[config.mk]
export PLATFORM = sky130hd
export DESIGN_NAME = crypto_rr_scheduler
export DESIGN_NICKNAME = d
export VERILOG_FILES = /design/src/rtl/crypto_sched_pkg.sv /design/src/rtl/crypto_rr_scheduler_rr_pick.sv /design/src/rtl/crypto_rr_scheduler.sv
export SDC_FILE = /design/constraint.sdc
export NUM_CORES = 1
export LEC_CHECK = 0
export CORE_AREA = 3 3 187 189
export DETAILED_ROUTE_END_ITERATION = 16
export DIE_AREA = 0 0 190 192
export PLACE_DENSITY = 0.55
export SKIP_CTS_REPAIR_TIMING = 1
export SLEW_MARGIN = 20
export SYNTH_ARGS = -nofsm -noshare
export SYNTH_HDL_FRONTEND = slang
export SYNTH_SLANG_ARGS = --single-unit
export TNS_END_PERCENT = 20
[constraint.sdc]
create_clock -name clk -period 6 [get_ports clk]
set_input_delay 0.6 -clock clk [delete_from_list [all_inputs] [get_ports clk]]
set_output_delay 0.6 -clock clk [all_outputs]
set_load 0.02 [all_outputs]
[src/rtl/crypto_sched_pkg.sv]
// rtl/crypto_sched_pkg.sv - shared types and defaults for the crypto engine scheduler
package crypto_sched_pkg;

    localparam int N_REQ_DEF   = 4;
    localparam int DATA_W_DEF  = 64;
    localparam int TIMEOUT_DEF = 255;

    localparam logic OP_ENC = 1'b1;
    localparam logic OP_DEC = 1'b0;

    typedef enum logic [1:0] {
        S_IDLE  = 2'd0,
        S_ISSUE = 2'd1,
        S_WAIT  = 2'd2,
        S_RESP  = 2'd3
    } sched_state_e;

    // Width of a counter that must hold values 0..max_val inclusive
    function automatic int cnt_w(input int max_val);
        return (max_val < 2) ? 1 : $clog2(max_val + 1);
    endfunction

endpackage

[src/rtl/crypto_rr_scheduler_rr_pick.sv]
// rtl/crypto_rr_scheduler_rr_pick.sv - combinational round-robin picker (first request at or above pointer)
module rr_pick #(
    parameter int N = 4
) (
    input  logic [N-1:0]         req,
    input  logic [$clog2(N)-1:0] ptr,
    output logic [N-1:0]         grant,
    output logic [$clog2(N)-1:0] idx,
    output logic                 any
);

    localparam int IW = $clog2(N);

    logic [IW-1:0] cand;

    // Scan N slots starting at ptr, wrapping modulo N; first asserted request wins
    always_comb begin
        grant = '0;
        idx   = '0;
        any   = 1'b0;
        cand  = '0;
        for (int k = 0; k < N; k++) begin
            cand = IW'((int'(ptr) + k) % N);
            if (!any && req[cand]) begin
                any         = 1'b1;
                grant[cand] = 1'b1;
                idx         = cand;
            end
        end
    end

endmodule

[src/rtl/crypto_rr_scheduler.sv]
// rtl/crypto_rr_scheduler.sv - round-robin sharing of one crypto engine between request channels
module crypto_rr_scheduler
    import crypto_sched_pkg::*;
#(
    parameter int N_REQ   = N_REQ_DEF,
    parameter int DATA_W  = DATA_W_DEF,
    parameter int TIMEOUT = TIMEOUT_DEF
) (
    input  logic                      clk,
    input  logic                      rst,
    input  logic [N_REQ-1:0]          req_valid,
    output logic [N_REQ-1:0]          req_ready,
    input  logic [N_REQ*DATA_W-1:0]   req_data,
    input  logic [N_REQ-1:0]          req_op,
    output logic [N_REQ-1:0]          rsp_valid,
    input  logic [N_REQ-1:0]          rsp_ready,
    output logic [DATA_W-1:0]         rsp_data,
    output logic                      rsp_err,
    output logic                      core_start,
    output logic                      core_op,
    output logic [DATA_W-1:0]         core_din,
    input  logic                      core_done,
    input  logic [DATA_W-1:0]         core_dout,
    output logic                      busy,
    output logic [$clog2(N_REQ)-1:0]  grant_id
);

    localparam int IW   = $clog2(N_REQ);
    localparam int WD_W = cnt_w(TIMEOUT);

    sched_state_e state, state_nxt;

    logic [IW-1:0]     rr_ptr;
    logic [N_REQ-1:0]  pick_grant;
    logic [IW-1:0]     pick_idx;
    logic              pick_any;
    logic [DATA_W-1:0] sel_data;
    logic              sel_op;
    logic [N_REQ-1:0]  owner_mask;
    logic              rsp_fire;
    logic [WD_W-1:0]   wd;
    logic              timeout_hit;

    rr_pick #(.N(N_REQ)) u_pick (
        .req   (req_valid),
        .ptr   (rr_ptr),
        .grant (pick_grant),
        .idx   (pick_idx),
        .any   (pick_any)
    );

    // Route the winning channel's block/op and decode the owner of the current grant
    always_comb begin
        sel_data   = '0;
        owner_mask = '0;
        for (int i = 0; i < N_REQ; i++) begin
            if (pick_grant[i]) begin
                sel_data = req_data[i*DATA_W +: DATA_W];
            end
            owner_mask[i] = (grant_id == IW'(i));
        end
    end

    assign sel_op      = |(req_op & pick_grant);
    assign rsp_fire    = |(rsp_ready & owner_mask);
    assign timeout_hit = (wd == WD_W'(TIMEOUT - 1));
    assign busy        = (state != S_IDLE);

    // State register
    always_ff @(posedge clk or posedge rst) begin
        if (rst) begin
            state <= S_IDLE;
        end else begin
            state <= state_nxt;
        end
    end

    // Next-state decode and handshake strobes; req_ready is only offered while idle
    always_comb begin
        state_nxt  = state;
        req_ready  = '0;
        rsp_valid  = '0;
        core_start = 1'b0;
        case (state)
            S_IDLE: begin
                req_ready = pick_grant;
                if (pick_any) begin
                    state_nxt = S_ISSUE;
                end
            end
            S_ISSUE: begin
                core_start = 1'b1;
                state_nxt  = S_WAIT;
            end
            S_WAIT: begin
                if (core_done || timeout_hit) begin
                    state_nxt = S_RESP;
                end
            end
            S_RESP: begin
                rsp_valid = owner_mask;
                if (rsp_fire) begin
                    state_nxt = S_IDLE;
                end
            end
            default: state_nxt = S_IDLE;
        endcase
    end

    // Datapath: latch request, run watchdog, capture result or abort, advance pointer
    always_ff @(posedge clk or posedge rst) begin
        if (rst) begin
            rr_ptr   <= '0;
            grant_id <= '0;
            core_din <= '0;
            core_op  <= OP_DEC;
            rsp_data <= '0;
            rsp_err  <= 1'b0;
            wd       <= '0;
        end else begin
            case (state)
                S_IDLE: begin
                    if (pick_any) begin
                        core_din <= sel_data;
                        core_op  <= sel_op;
                        grant_id <= pick_idx;
                    end
                end
                S_ISSUE: begin
                    wd <= '0;
                end
                S_WAIT: begin
                    wd <= wd + 1'b1;
                    // A completion arriving on the expiry cycle still counts as success
                    if (core_done) begin
                        rsp_data <= core_dout;
                        rsp_err  <= 1'b0;
                    end else if (timeout_hit) begin
                        rsp_data <= '0;
                        rsp_err  <= 1'b1;
                    end
                end
                S_RESP: begin
                    if (rsp_fire) begin
                        rr_ptr <= (grant_id == IW'(N_REQ - 1)) ? '0 : grant_id + 1'b1;
                    end
                end
                default: ;
            endcase
        end
    end

endmodule

======== Yosys cells after proc, flatten, opt, wreduce, memory -nomap -nowiden ========
Cells that the tools add are included.
storage, ports and cells
  flip-flop bits (word level) ............. 144
  bits of input ports ..................... 335
  output and inout port bits .............. 142
  logic and storage cells ................. 103
operators by class
  $add $sub $neg .......................... 5
  order comparisons ....................... 8
  equality and inequality tests ........... 10
  mux-type cells .......................... 45
  bitwise operators ....................... 5
  reduce and logical (&&, ||, !) cells .... 22
operators by type and width
  operator                                                                count
  64-bit 2-to-1 mux                                                       6
  4-bit 2-to-1 mux                                                        6
  2-bit 2-to-1 mux                                                        8
  8-bit case mux with 2 select lines                                      1
  1-bit 2-to-1 mux                                                        15
  2-bit by 3-bit < comparator with 1-bit output (second input constant)   4
  4-bit OR                                                                3
  8-bit by 1-bit adder with 8-bit output (second input constant)          1
  4-bit AND                                                               2
  1-bit binary-select mux with 2-bit select                               4
  1-bit demux with 2-bit select                                           4
  2-bit equality test (second input constant)                             4
  8-bit equality test (second input constant)                             1
  2-bit by 1-bit >= comparator with 1-bit output (second input constant)  4
  2-bit case mux with 4 select lines                                      1
  4-bit OR reduction                                                      2
  1-bit logical AND                                                       7
  2-bit != test (second input constant)                                   3
  2-bit AND reduction                                                     3
  2-bit nonzero test                                                      3
  2-bit by 1-bit adder with 2-bit output (second input constant)          2
  2-bit adder (second input constant)                                     2
  2-bit by 1-bit equality test with 1-bit output (second input constant)  2
  2-bit zero test                                                         2
  other kinds (3)                                                         5

======== Longest topological paths before layout ========
  depth after elaboration ................. 16
  gate-level depth with buffers ........... 13
  gate-level depth less buffers ........... 8

======== By module ========
A second synthesis with hierarchy kept.
second synthesis, totals
  cell total of the unflattened synthesis .. 805
  area total of the unflattened synthesis .. 8588.2 sq um
modules (own cells, without submodules)
  module               instances  cells an instance  area an instance (sq um)  seq. area each (sq um)
  crypto_rr_scheduler  1          760                8169.1                    3603.5
  rr_pick              1          45                 419.2                     0.0

======== Least setup slack after synthesis ========
Ideal clock, no wire load.
  path kind ............................... register to output
  from .................................... register rr_ptr[0]
  to ...................................... output port req_ready[0]
  arrival time ............................ 2.758 ns
  path slack .............................. 2.642 ns
  stages on the path, launching flop included .. 12
  path buffers ............................ 4
  cell sequence ........................... dfrtp_1 -> buf_2 -> inv_1 -> ha_1 -> mux4_2 -> buf_4 -> nor2b_1 -> a221oi_1 -> o21ai_1 -> buf_2 -> buf_1 -> and2_1
between the ends
  longest elaborated chain between the ends .. 13
  elaborated cells between the ends (all ways) .. 48
  those cells by class .................... 3 x add/sub; 8 x order compare; 24 x mux; 3 x bitwise; 10 x reduce/logical
ends and longest elaborated chain
  element                                                                                 line                               text
  from (decl)                                                                             crypto_rr_scheduler.sv:33          logic [IW-1:0] rr_ptr;
  from (signal assigned)                                                                  crypto_rr_scheduler.sv:145         rr_ptr <= (grant_id == IW'(N_REQ - 1)) ? '0 : grant_id + 1'b1;
  branches (longest 11 deep; another with 2-bit by 3-bit < comparator with 1-bit output)  n/a
  4-bit 2-to-1 mux (*)                                                                    crypto_rr_scheduler_rr_pick.sv:24  if (!any && req[cand]) begin
  4-bit 2-to-1 mux (*)                                                                    crypto_rr_scheduler.sv:84          case (state)
  to (decl)                                                                               crypto_rr_scheduler.sv:12          output logic [N_REQ-1:0] req_ready,
Every way passes the cells marked *. The select of a mux whose other input is x is not followed.

======== Final worst setup path ========
  from .................................... register rr_ptr[0]
  to ...................................... output port req_ready[3]
Same word-level chain as after synthesis.

==> results.cfg <==
[grt]
grtUsageMet2 = 0.334
met1_usage = 0.255
met3_usage = 0.0814
grt_max_degree = 82
busiest_layer = met2
grt_pass1_wl_mm = 57.8
antenna_found_initial = 10
grt_overflow = 0
grt_usage = 0.208
grt_pass1_vias = 9104

[floorplanning]
row_count = 67
ios = 477
die_x_um = 190
core_area_mm2 = 0.0334
start_util = 0.244
dieHeight_um = 192
die_area_mm2 = 0.0365

[logic_synthesis]
yosysTopAreaCellShare = 0.442
netlist_area_mm2 = 0.00816
ys.warnings.count = 0
ys_ff_latch = 144
syn-num-nets = 1302
synthTopCellsByArea = dfrtp_1 44%, nand2_1 9.6%, nand3_1 8.2%, o221ai_2 5.9%, a31oi_1 5.0%
synth_cells = 950
synth_edf_count = 0
seq_area_frac_synth = 0.442
yosys_most_used_dff = dfrtp_1
avgSynthCellArea_um2 = 8.59
synthArstFlopShare = 1.00
yosysUniqueCellTypes = 42
yosysTopAreaCell = dfrtp_1

[pwr]
power.density_mw_per_mm2 = 536
total_leakage_power_uw = 0.00546
peakVddDrop_mv = 0.291
total_power_uw = 7400

[final_layout]
syn2layout_area_growth_pct = 69.2
register_area_mm2 = 0.00360
layout.nets = 1722
drive_gt1_frac = 0.0702
fin_util = 0.413
multi_input_area_mm2 = 0.00412
num-fill-cells = 3334

[clocking]
cts_tree = yes
root_buffer = clkbuf_16
clock-sinks = 144
htree_levels = 4
clockBufferDepth = 2
cts_buffers = 17
path_clk_slew_ns = 0.06
clk_latency_ns = 0.43

[worst_hold_path]
worstHoldPathCells = 2
worstHoldEndpoint = rsp_data[56]
hp-start = rsp_data[56]
hold_class = reg -> reg

[sta]
slew_headroom = 0.389
fin_crit_sh = 0.729
skew_ns = 0.00635
worst_slew_pin_slew_ns = 0.913
finalSetupTns_ns = 0
fmax_mhz = 229
slew_violations = 0
setup_viol = 0
hold_ws_ns = 0.462
rsz0062_at_grt = no
period_minus_slack_ns = 4.38
finalHoldViolCount = 0

[critical_path]
crit_path_cell_trace = inv_1 > ha_1 > mux4_2 > nand3b_1 > a21oi_4 > nor2_1 > nor2_1 > clkdlybuf4s50_1
path_class = reg -> out
reg2reg_from = rr_ptr[0]
cp.required_ns = 5.40
crit_path_top_delay_cell = dfrtp_1
crit_path_max_incr_delay_ns = 0.69
critPathLaunchType = flip-flop
cp-end-kind = output port
reg2reg_depth = 9
r2r_slack_ns = 1.88
crit_path_frequent_cell = nor2_1
cp.arrival_ns = 3.78
r2r_end = core_din[29]
crit_fanout = 15

[place]
io_buffers = 476
dp_hpwl_mm = 27.6
gp_congestion = 0.844

[job]
maxCapViolations = 0

[drt]
post_drt_wl_per_cell_um = 21.4
via_per_inst = 4.96
wirelength_mm = 39.2
initialDrtViolationCount = 408
ant_nets = 0
drc = 0
vias = 9103
dr.pass1.iters = 5

[outcome]
outcome = completed
[sequential cells by signal (all words and copies together) (netlist names)]
signal    flops
core_din     64
core_op       1
grant_id      2
rr_ptr        2
rsp_data     64
rsp_err       1
state         2
wd            8
[cell type report]
type,instances,area share
clock buffer,20,0.0316
inverter,15,0.00444
antenna,5,0.000906
timing repair buffer,490,0.353
sequential,144,0.261
multi-input combinational,702,0.298
clock inverter,10,0.0101
tap,448,0.0406
[stage by stage]
| step | setup WS [ns] | cells | area, µm² |
|---|---|---|---|
| global placement | 1.92 | 1799 | 13200 |
| detailed placement | 1.79 | 1799 | 13200 |
| global route | 1.36 | 1834 | 13800 |
| CTS | 1.55 | 1829 | 13800 |
| finish | 1.62 | 1834 | 13800 |
| floorplan | 1.53 | 950 | 8160 |
[placed cells by master, fill, tap and decap left out, types with 3 or more instances in the layout]
cell type	n
a21oi_1	12
a22oi_1	4
a31oi_1	65
and2_1	5
buf_4	13
bufinv_16	3
clkbuf_1	3
clkbuf_16	17
clkdlybuf4s50_1	475
clkinvlp_4	3
dfrtp_1	144
diode_2	5
ha_1	16
inv_1	14
mux2_2	4
mux4_2	4
nand2_1	208
nand3_1	133
nand3b_1	3
nor2_1	74
nor2b_1	5
o21ai_0	62
o21ai_1	9
o221ai_1	32
o221ai_2	32
o22ai_1	3
[kinds of logic (layout without fill, tap and decap cells)]
family	count (synthesis)	count (layout)	synth area share
XOR/XNOR	1	1	0.00107
multiplexers	9	9	0.0178
adder cells (fa/ha/maj)	17	17	0.0261
AND/OR/NAND/NOR	439	439	0.234
buffers and inverters	104	535	0.0604
AO/OA/AOI/OAI	236	236	0.219
flip-flops	144	144	0.442
other	0	5	0
[worst max path at each step]
stage                  from            to  slack [ns]  cells past startpoint
5_1_grt           rr_ptr[0]  req_ready[3]        1.36                      8
3_3_place_gp   req_valid[2]  core_din[26]        1.92                      8
2_1_floorplan           rst   core_din[0]        1.53                      1
4_1_cts           rr_ptr[0]  req_ready[3]        1.55                      8
3_5_place_dp   req_valid[2]  core_din[29]        1.79                      8
6_report          rr_ptr[0]  req_ready[3]        1.62                      8
[Yosys cell counts (2+ instances only)]
master    instances
a21oi_1          14
a221oi_1          2
a22o_1            2
a22oi_1           4
a31oi_1          65
and2_1            7
buf_1             5
buf_2             7
buf_4             9
buf_6             8
clkbuf_1         60
dfrtp_1         144
ha_1             17
inv_1            15
mux2_2            4
mux4_2            4
nand2_1         209
nand3_1         133
nand3b_1          3
nand4_1           2
nor2_1           74
nor2b_1           5
o21ai_0          63
o21ai_1          10
o221ai_1         32
o221ai_2         32
o22ai_1           3
o31ai_1           2
or3_1             2
[per-layer routing]
metal  vias to the layer above  wire (µm)  part of all wire
met5                         -         75            0.0019
met4                        10        769             0.020
met3                        53       4050              0.10
met2                       438      18500              0.47
met1                      4353      15800              0.40
li1                       4249          -                 -
[worst max-delay path, delay by kind of cell, from the launching register on]
kind	cells	cell delay [ns]
buf+inv	2	0.78
compound gates	1	0.47
mux	1	0.47
fa+ha+maj	1	0.39
simple gates	3	0.52
flops	1	0.69
[where the power goes]
group,internal (µW),switching [µW],total (µW)
sequential,1440,303,1750
clock,649,451,1100
combinational,1850,2700,4550
No activity file was read; power rests on OpenSTA's default activity.
